===== config.mk =====
export PLATFORM = sky130hd
export DESIGN_NAME = aib_adaptrxdp_wa_gearbox
export DESIGN_NICKNAME = d
export VERILOG_FILES = /design/src/rtl/aib_adaptrxdp_pkg.sv /design/src/rtl/aib_adaptrxdp_wa_fsm.sv /design/src/rtl/aib_adaptrxdp_wa_gearbox.sv
export SDC_FILE = /design/constraint.sdc
export NUM_CORES = 1
export LEC_CHECK = 0
export BUFFER_PORTS_ARGS = -buffer_cell sky130_fd_sc_hd__buf_4
export CAP_MARGIN = 5
export CORE_ASPECT_RATIO = 0.5
export CORE_UTILIZATION = 49
export CTS_CLUSTER_SIZE = 16
export DETAILED_ROUTE_END_ITERATION = 8
export PLACE_DENSITY_LB_ADDON = 0.05
export SYNTH_ARGS = -nofsm -noshare
export SYNTH_HDL_FRONTEND = slang
export SYNTH_SLANG_ARGS = --single-unit

===== constraint.sdc =====
create_clock -name wr_clk -period 5.5 [get_ports wr_clk]
set_clock_uncertainty 0.1 [all_clocks]
set_input_delay 0.55 -clock wr_clk [delete_from_list [all_inputs] [get_ports wr_clk]]
set_output_delay 0.55 -clock wr_clk [all_outputs]
set_load 0.01 [all_outputs]

===== src/rtl/aib_adaptrxdp_pkg.sv =====
// Shared types and constants for the adapter RX datapath word-alignment gearbox.
package aib_adaptrxdp_pkg;

    typedef enum logic [1:0] {
        HUNT   = 2'd0,
        VERIFY = 2'd1,
        LOCKED = 2'd2
    } wa_state_e;

    localparam logic [1:0] FIFO_1X = 2'd0;
    localparam logic [1:0] FIFO_2X = 2'd1;
    localparam logic [1:0] FIFO_4X = 2'd2;
    localparam logic [1:0] FIFO_8X = 2'd3;

    localparam int WA_LOCK_CNT   = 3;
    localparam int WA_UNLOCK_CNT = 4;

    function automatic logic [7:0] sat_inc(input logic [7:0] v, input logic [1:0] inc);
        logic [8:0] s;
        s = {1'b0, v} + {7'b0, inc};
        return s[8] ? 8'hFF : s[7:0];
    endfunction

endpackage


===== src/rtl/aib_adaptrxdp_wa_fsm.sv =====
// Phase counter, marker check and lock/unlock FSM for the RX word aligner.
// Optional error counter enabled by macro AIB_WA_ERRCNT_EN.
module aib_adaptrxdp_wa_fsm
    import aib_adaptrxdp_pkg::*;
#(
    parameter int LOCK_CNT   = WA_LOCK_CNT,
    parameter int UNLOCK_CNT = WA_UNLOCK_CNT
) (
    input  logic       clk,
    input  logic       rst_n,
    input  logic       clr,
    input  logic       wr_en,
    input  logic       mk,
    input  logic       wa_en,
    input  logic [1:0] ratio,
    output logic [2:0] word_phase,
    output logic       group_end,
    output logic       wa_lock,
    output wa_state_e  state
`ifdef AIB_WA_ERRCNT_EN
    ,
    output logic [7:0] err_cnt
`endif
);

    localparam logic [7:0] LOCK_TH   = 8'(LOCK_CNT);
    localparam logic [7:0] UNLOCK_TH = 8'(UNLOCK_CNT);

    wa_state_e  state_q, state_d;
    logic [2:0] phase_q, phase_d;
    logic [7:0] good_q, good_d;
    logic [7:0] bad_q, bad_d;
    logic       grp_bad_q, grp_bad_d;
    logic [2:0] last_ph;
    logic       slip, word_bad, bad_grp, lock_loss;

    assign last_ph = 3'((4'd1 << ratio) - 4'd1);

    // A marker seen while hunting is treated as the last word of a group.
    always_comb begin
        slip       = wa_en && (state_q == HUNT) && mk && (ratio != FIFO_1X);
        word_phase = slip ? last_ph : phase_q;
        group_end  = wr_en && !clr && (word_phase == last_ph);
        word_bad   = (ratio != FIFO_1X) && ((word_phase == last_ph) ? !mk : mk);
    end

    assign bad_grp   = group_end && wa_en && (state_q == LOCKED) && (grp_bad_q || word_bad);
    assign lock_loss = bad_grp && (sat_inc(bad_q, 2'd1) >= UNLOCK_TH);

    always_comb begin
        state_d   = state_q;
        phase_d   = phase_q;
        good_d    = good_q;
        bad_d     = bad_q;
        grp_bad_d = grp_bad_q;
        if (clr) begin
            state_d   = HUNT;
            phase_d   = '0;
            good_d    = '0;
            bad_d     = '0;
            grp_bad_d = 1'b0;
        end else if (wr_en) begin
            phase_d = group_end ? 3'd0 : phase_q + 3'd1;
            if (!wa_en) begin
                state_d   = HUNT;
                good_d    = '0;
                bad_d     = '0;
                grp_bad_d = 1'b0;
            end else begin
                unique case (state_q)
                    HUNT: begin
                        if (ratio == FIFO_1X) begin
                            state_d = LOCKED;
                        end else if (mk) begin
                            good_d  = 8'd1;
                            state_d = (8'd1 >= LOCK_TH) ? LOCKED : VERIFY;
                        end
                    end
                    VERIFY: begin
                        if (word_bad) begin
                            state_d = HUNT;
                            good_d  = '0;
                        end else if (group_end) begin
                            good_d = sat_inc(good_q, 2'd1);
                            if (good_d >= LOCK_TH) state_d = LOCKED;
                        end
                    end
                    LOCKED: begin
                        if (group_end) begin
                            grp_bad_d = 1'b0;
                            bad_d     = bad_grp ? sat_inc(bad_q, 2'd1) : 8'd0;
                            if (lock_loss) begin
                                state_d = HUNT;
                                good_d  = '0;
                                bad_d   = '0;
                            end
                        end else begin
                            grp_bad_d = grp_bad_q || word_bad;
                        end
                    end
                    default: state_d = HUNT;
                endcase
            end
        end
    end

    always_ff @(posedge clk or negedge rst_n) begin
        if (!rst_n) begin
            state_q   <= HUNT;
            phase_q   <= '0;
            good_q    <= '0;
            bad_q     <= '0;
            grp_bad_q <= 1'b0;
        end else begin
            state_q   <= state_d;
            phase_q   <= phase_d;
            good_q    <= good_d;
            bad_q     <= bad_d;
            grp_bad_q <= grp_bad_d;
        end
    end

    assign wa_lock = (state_q == LOCKED);
    assign state   = state_q;

`ifdef AIB_WA_ERRCNT_EN
    logic [7:0] err_q, err_d;

    // A lock-loss group counts both as a bad group and as a lock-loss event.
    always_comb begin
        err_d = clr ? 8'd0 : sat_inc(err_q, {lock_loss, bad_grp && !lock_loss});
    end

    always_ff @(posedge clk or negedge rst_n) begin
        if (!rst_n) err_q <= '0;
        else        err_q <= err_d;
    end

    assign err_cnt = err_q;
`endif

endmodule


===== src/rtl/aib_adaptrxdp_wa_gearbox.sv =====
// RX word-alignment gearbox: packs N aligned DWIDTH words into one wide word.
// Optional err_cnt output enabled by macro AIB_WA_ERRCNT_EN.
module aib_adaptrxdp_wa_gearbox
    import aib_adaptrxdp_pkg::*;
#(
    parameter int DWIDTH     = 80,
    parameter int MAXR       = 4,
    parameter int LOCK_CNT   = WA_LOCK_CNT,
    parameter int UNLOCK_CNT = WA_UNLOCK_CNT,
    parameter int MKW        = $clog2(DWIDTH)
) (
    input  logic                   wr_clk,
    input  logic                   wr_rst_n,
    input  logic                   wr_en,
    input  logic [DWIDTH-1:0]      wr_data,
    input  logic [1:0]             r_ratio,
    input  logic                   r_wa_en,
    input  logic [MKW-1:0]         r_mkbit,
    output logic [DWIDTH*MAXR-1:0] out_data,
    output logic                   out_valid,
    output logic                   wa_lock,
    output logic [1:0]             wa_state
`ifdef AIB_WA_ERRCNT_EN
    ,
    output logic [7:0]             err_cnt
`endif
);

    localparam logic [1:0] MAX_RATIO = (MAXR >= 8) ? FIFO_8X :
                                       (MAXR >= 4) ? FIFO_4X :
                                       (MAXR >= 2) ? FIFO_2X : FIFO_1X;

    logic [1:0]     ratio_q, ratio_d, ratio_eff;
    logic           wa_en_q, wa_en_d;
    logic [MKW-1:0] mkbit_q, mkbit_d;
    logic           cfg_chg, mk, group_end;
    logic [2:0]     word_phase, last_ph;
    wa_state_e      fsm_state;

    logic [MAXR-1:0][DWIDTH-1:0] pack_q, pack_d, merged;
    logic [MAXR-1:0][DWIDTH-1:0] out_data_q, out_data_d;
    logic                        out_valid_q, out_valid_d;

    assign cfg_chg   = (r_ratio != ratio_q) || (r_wa_en != wa_en_q) || (r_mkbit != mkbit_q);
    assign ratio_eff = (ratio_q > MAX_RATIO) ? MAX_RATIO : ratio_q;
    assign last_ph   = 3'((4'd1 << ratio_eff) - 4'd1);

    // Marker indices beyond the word width read as zero.
    always_comb begin
        mk = 1'b0;
        for (int i = 0; i < DWIDTH; i++) begin
            if (MKW'(i) == mkbit_q) mk = wr_data[i];
        end
    end

    aib_adaptrxdp_wa_fsm #(
        .LOCK_CNT   (LOCK_CNT),
        .UNLOCK_CNT (UNLOCK_CNT)
    ) u_fsm (
        .clk        (wr_clk),
        .rst_n      (wr_rst_n),
        .clr        (cfg_chg),
        .wr_en      (wr_en),
        .mk         (mk),
        .wa_en      (wa_en_q),
        .ratio      (ratio_eff),
        .word_phase (word_phase),
        .group_end  (group_end),
        .wa_lock    (wa_lock),
        .state      (fsm_state)
`ifdef AIB_WA_ERRCNT_EN
        ,
        .err_cnt    (err_cnt)
`endif
    );

    // A config change drops the partial pack and the word presented with it.
    always_comb begin
        ratio_d     = r_ratio;
        wa_en_d     = r_wa_en;
        mkbit_d     = r_mkbit;
        merged      = pack_q;
        pack_d      = pack_q;
        out_data_d  = out_data_q;
        out_valid_d = 1'b0;
        for (int k = 0; k < MAXR; k++) begin
            if (3'(k) == word_phase) merged[k] = wr_data;
            if (3'(k) > last_ph)     merged[k] = '0;
        end
        if (cfg_chg) begin
            pack_d = '0;
        end else if (wr_en) begin
            if (group_end) begin
                out_data_d  = merged;
                out_valid_d = 1'b1;
                pack_d      = '0;
            end else begin
                pack_d = merged;
            end
        end
    end

    always_ff @(posedge wr_clk or negedge wr_rst_n) begin
        if (!wr_rst_n) begin
            ratio_q     <= '0;
            wa_en_q     <= 1'b0;
            mkbit_q     <= '0;
            pack_q      <= '0;
            out_data_q  <= '0;
            out_valid_q <= 1'b0;
        end else begin
            ratio_q     <= ratio_d;
            wa_en_q     <= wa_en_d;
            mkbit_q     <= mkbit_d;
            pack_q      <= pack_d;
            out_data_q  <= out_data_d;
            out_valid_q <= out_valid_d;
        end
    end

    assign out_data  = out_data_q;
    assign out_valid = out_valid_q;
    assign wa_state  = fsm_state;

endmodule


==> impl_results.html <==
<table>
<tr><th>Metric</th><th>Value</th></tr>
<tr><th colspan="2">Floorplan</th></tr>
<tr><td>Chip Width</td><td>348 um</td></tr>
<tr><td>Row cnt</td><td>62</td></tr>
<tr><td>Count of pins on the block boundary</td><td>417</td></tr>
<tr><td>Initial Util</td><td>0.504</td></tr>
<tr><td>Placeable core region</td><td>58,300 sq um</td></tr>
<tr><td>Total Die Area</td><td>60,900 sq um</td></tr>
<tr><td>Die extent in y</td><td>175 um</td></tr>
<tr><th colspan="2">Logic synthesis</th></tr>
<tr><td>Synthesized Nets</td><td>2,683</td></tr>
<tr><td>Yosys Warn Count</td><td>0</td></tr>
<tr><td>Post-synth ARST share</td><td>1.00</td></tr>
<tr><td>Post-synth top area share</td><td>0.574</td></tr>
<tr><td>Sequential-to-total area share from yosys stat</td><td>0.574</td></tr>
<tr><td>Flops &amp; latches, synth</td><td>673</td></tr>
<tr><td>Number of distinct library cells after synthesis</td><td>75</td></tr>
<tr><td>Main synth FF type</td><td>sky130_fd_sc_hd__dfrtp_1</td></tr>
<tr><td>Synth Instances</td><td>2,584</td></tr>
<tr><td>Largest area contributor in the netlist</td><td>sky130_fd_sc_hd__dfrtp_1</td></tr>
<tr><td>Post-synthesis cell area</td><td>29,300 sq um</td></tr>
<tr><td>Number of flops mapped to enable cells by yosys</td><td>0</td></tr>
<tr><td>Main area contributors after synthesis</td><td>sky130_fd_sc_hd__dfrtp_1, sky130_fd_sc_hd__mux2i_1, sky130_fd_sc_hd__a22o_1</td></tr>
<tr><td>Post-synthesis area per instance</td><td>11.4 sq um</td></tr>
<tr><th colspan="2">Power</th></tr>
<tr><td>Pwr dens</td><td>288 nW/um^2</td></tr>
<tr><td>Internal Pwr Total</td><td>0.00768 W</td></tr>
<tr><td>Proportion of power drawn by flip-flops and latches</td><td>0.495</td></tr>
<tr><td>Logic pwr share</td><td>0.066</td></tr>
<tr><td>Clk pwr share</td><td>0.439</td></tr>
<tr><td>Static Leakage</td><td>17.0 nW</td></tr>
<tr><td>Switching component of the power</td><td>0.00238 W</td></tr>
<tr><td>Switching portion of total power</td><td>0.237</td></tr>
<tr><td>Largest voltage drop on the vdd net</td><td>0.231 mV</td></tr>
<tr><td>Overall power of the completed layout</td><td>0.0101 W</td></tr>
<tr><th colspan="2">Global route</th></tr>
<tr><td>GRT Resource Usage Total</td><td>0.282</td></tr>
<tr><td>Pin count of the biggest net entering global routing</td><td>232</td></tr>
<tr><td>Total global routing overflow</td><td>0</td></tr>
<tr><td>Wire length of the first global-routing pass</td><td>132,000 um</td></tr>
<tr><td>Number of global-route vias before repair</td><td>20,431</td></tr>
<tr><td>Number of antenna violations at the first check in global routing</td><td>0</td></tr>
<tr><th colspan="2">Setup path</th></tr>
<tr><td>Destination of the worst register-to-register timing path</td><td>out_data[22]$_DFFE_PN0P_</td></tr>
<tr><td>CP endpoint kind</td><td>flop</td></tr>
<tr><td>End point of the critical path</td><td>out_data[22]$_DFFE_PN0P_</td></tr>
<tr><td>Data required time at the worst endpoint</td><td>5.86 ns</td></tr>
<tr><td>Worst setup SP type</td><td>flop</td></tr>
<tr><td>CP Data Arrival Time</td><td>5.33 ns</td></tr>
<tr><td>Launching element of the worst setup path</td><td>mkbit_q[1]$_DFF_PN0_</td></tr>
<tr><td>Startpoint-to-endpoint class of the critical path</td><td>flop to flop</td></tr>
<tr><td>Register-to-Register Setup Slack</td><td>0.53 ns</td></tr>
<tr><td>Launch point of the worst reg-to-reg path</td><td>mkbit_q[1]$_DFF_PN0_</td></tr>
<tr><td>Worst r2r path cells</td><td>13</td></tr>
<tr><td>Worst Path Max Fanout</td><td>47</td></tr>
<tr><th colspan="2">Placed design</th></tr>
<tr><td>Instance area after placement</td><td>32,700 sq um</td></tr>
<tr><td>Count of input and output buffers</td><td>416</td></tr>
<tr><td>Detailed placer's ending HPWL</td><td>53,600 um</td></tr>
<tr><td>Gp weighted congestion</td><td>0.882</td></tr>
<tr><th colspan="2">Layout</th></tr>
<tr><td>Count of filler cells inserted in the layout</td><td>4,954</td></tr>
<tr><td>Total number of nets in the final design</td><td>2,931</td></tr>
<tr><td>Ratio of cells with drive above 1 in the final layout</td><td>0.204</td></tr>
<tr><td>Post-route cell area</td><td>34,900 sq um</td></tr>
<tr><td>Combined flip-flop and latch cell area</td><td>16,800 sq um</td></tr>
<tr><td>Number of inserted diodes</td><td>0</td></tr>
<tr><td>Area growth from synthesis to final layout</td><td>18.9%</td></tr>
<tr><td>Most frequent standard cell in the layout excluding fill and tap cells</td><td>sky130_fd_sc_hd__dfrtp_1</td></tr>
<tr><td>Highest-count cells in the layout ignoring fill and taps</td><td>sky130_fd_sc_hd__dfrtp_1, sky130_fd_sc_hd__buf_4, sky130_fd_sc_hd__nand2_1</td></tr>
<tr><td>Footprint of the multi-input gates</td><td>11,200 sq um</td></tr>
<tr><td>Final Util</td><td>0.599</td></tr>
<tr><th colspan="2">Timing</th></tr>
<tr><td>Final count of hold timing violations</td><td>0</td></tr>
<tr><td>Final setup vio count</td><td>0</td></tr>
<tr><td>Minimum period implied by the final worst setup slack</td><td>4.97 ns</td></tr>
<tr><td>Unrepaired setup endpoints after global routing</td><td>no</td></tr>
<tr><td>Fmax</td><td>201 MHz</td></tr>
<tr><td>Pins over their slew limit</td><td>0</td></tr>
<tr><td>Measured slew at the worst slew-check pin</td><td>1.13 ns</td></tr>
<tr><td>Final critical-path share of the clock period</td><td>0.903</td></tr>
<tr><td>Worst-case headroom to the max-slew limit</td><td>0.245</td></tr>
<tr><td>Fin Setup TNS</td><td>0 ns</td></tr>
<tr><th colspan="2">Drt</th></tr>
<tr><td>Post-detailed-routing wire length</td><td>86,000 um</td></tr>
<tr><td>Iteration count of the initial detailed-routing pass</td><td>5</td></tr>
<tr><td>Remaining antenna violation count</td><td>0</td></tr>
<tr><td>Number of DRC violations after detailed routing</td><td>0</td></tr>
<tr><td>Detailed-route via count</td><td>21,380</td></tr>
<tr><td>Initial drt markers</td><td>1,960</td></tr>
<tr><td>Final routed wire length divided by cell count</td><td>23.4 um</td></tr>
<tr><td>Via density per instance</td><td>5.81</td></tr>
<tr><th colspan="2">CTS</th></tr>
<tr><td>Clock buffer count from CTS</td><td>59</td></tr>
<tr><td>Clock transition time at the flip-flop clock pins of the worst setup and hold paths</td><td>0.07 ns</td></tr>
<tr><td>Buffer cell driving the clock tree root</td><td>sky130_fd_sc_hd__clkbuf_16</td></tr>
<tr><td>CTS max path bufs</td><td>3</td></tr>
<tr><td>Number of clock sinks</td><td>673</td></tr>
<tr><td>Level count of the clock H-tree</td><td>2</td></tr>
<tr><td>Clock latency of the later-clocked register in the worst-skew pair</td><td>0.62 ns</td></tr>
<tr><td>CTS tree</td><td>yes</td></tr>
<tr><td>Buffer count from post-CTS setup fixing</td><td>0</td></tr>
<tr><th colspan="2">Run</th></tr>
<tr><td>Number of maximum-capacitance constraint violations</td><td>0</td></tr>
<tr><th colspan="2">Status</th></tr>
<tr><td>Run status</td><td>completed</td></tr>
<tr><th colspan="2">Hold path</th></tr>
<tr><td>Class of the tightest hold or removal check</td><td>input pin to flop</td></tr>
</table>
[final cells by class]
type,instances,area share
clock inverter,17,0.00624
multi-input combinational,1613,0.322
inverter,20,0.00219
sequential,673,0.483
timing repair buffer,465,0.106
tap,800,0.0287
clock buffer,91,0.0521
[what timing repair did]
item,CTS,global route
endpoints found under the hold margin,94,0
hold buffers,11,0
resized for setup,0,0
[registers in the layout, summed over array words and instances, names as in the netlist]
signal	count
pack_q	320
ratio_q	2
u_fsm.bad_q	8
wa_en_q	1
u_fsm.good_q	8
out_data	320
out_valid	1
u_fsm.phase_q	3
u_fsm.state	2
u_fsm.grp_bad_q	1
mkbit_q	7
[per-layer routing]
layer | global-route usage | vias up | wire length (um)
met5 | 0 | - | 0
met3 | 0.0374 | 93 | 4080
met2 | 0.431 | 561 | 39800
met1 | 0.429 | 11012 | 40600
met4 | 0.0587 | 0 | 1580
li1 | - | 9714 | -
[worst max-delay path: stages, from the launching register on]
cell and delay (ns):
sky130_fd_sc_hd__dfrtp_2 1.03, sky130_fd_sc_hd__mux2i_1 0.51, sky130_fd_sc_hd__a211oi_1 0.17, sky130_fd_sc_hd__nor4b_1 0.33
sky130_fd_sc_hd__a31oi_1 0.10, sky130_fd_sc_hd__a221oi_2 0.35, sky130_fd_sc_hd__o21ai_2 0.16, sky130_fd_sc_hd__a21oi_2 0.23
sky130_fd_sc_hd__o21ai_1 0.19, sky130_fd_sc_hd__nor4_2 0.42, sky130_fd_sc_hd__buf_12 0.39, sky130_fd_sc_hd__buf_12 0.32
sky130_fd_sc_hd__mux2i_1 0.29, sky130_fd_sc_hd__o21ai_0 0.10
[synth_stat cells (13+ instances only)]
cell	number
sky130_fd_sc_hd__nand2_1	358
sky130_fd_sc_hd__a22o_1	160
sky130_fd_sc_hd__buf_4	26
sky130_fd_sc_hd__mux2i_1	335
sky130_fd_sc_hd__nand2b_1	13
sky130_fd_sc_hd__buf_6	16
sky130_fd_sc_hd__inv_1	16
sky130_fd_sc_hd__a32o_1	82
sky130_fd_sc_hd__and2_1	83
sky130_fd_sc_hd__buf_2	60
sky130_fd_sc_hd__dfrtp_1	673
sky130_fd_sc_hd__clkbuf_1	166
sky130_fd_sc_hd__o31ai_1	81
sky130_fd_sc_hd__o21ai_0	263
sky130_fd_sc_hd__nor2_1	31
sky130_fd_sc_hd__a21oi_1	31
[per-stage QoR]
stage	setup WS, ns	cells	hold slack (ns)
final	0.534	3679	0.118
after global routing	0.284	3679	0.120
after CTS	0.617	3679	0.0858
after detailed placement	0.647	3560	0.368
after global placement	0.744	3560	0.361
after floorplan	2.03	2584	0.154
[cell families after synthesis]
| logic type | share of synthesized area |
|---|---|
| xor+xnor | 0.00388 |
| simple gates | 0.0879 |
| compound gates | 0.168 |
| buf+inv | 0.0481 |
| flops | 0.574 |
| fa+ha+maj | 0.00256 |
| mux | 0.116 |
[power by group through the flow]
stage	sequential [W]	clock, W	combinational (W)
after floorplan	0.00506	0	0.000352
after global placement	0.00507	0	0.000658
after detailed placement	0.00508	0	0.000659
after CTS	0.00498	0.00448	0.000669
after global routing	0.00498	0.00468	0.000716
final	0.00498	0.00441	0.000664
[worst min-delay path by stage]
stage                                    from                         to  slack, ns  depth (start not counted)
finish                            wr_data[39]     pack_q[39]$_DFFE_PN0N_       0.12                          2
detailed placement  out_data[319]$_DFFE_PN0P_  out_data[319]$_DFFE_PN0P_       0.37                          2
floorplan                            wr_rst_n       mkbit_q[0]$_DFF_PN0_       0.15                          0
global route                      wr_data[39]    pack_q[199]$_DFFE_PN0N_       0.12                          2
CTS                               wr_data[39]     pack_q[39]$_DFFE_PN0N_       0.09                          2
global placement     out_data[25]$_DFFE_PN0P_   out_data[25]$_DFFE_PN0P_       0.36                          2
Note: power is estimated with default switching activity, not from simulation.
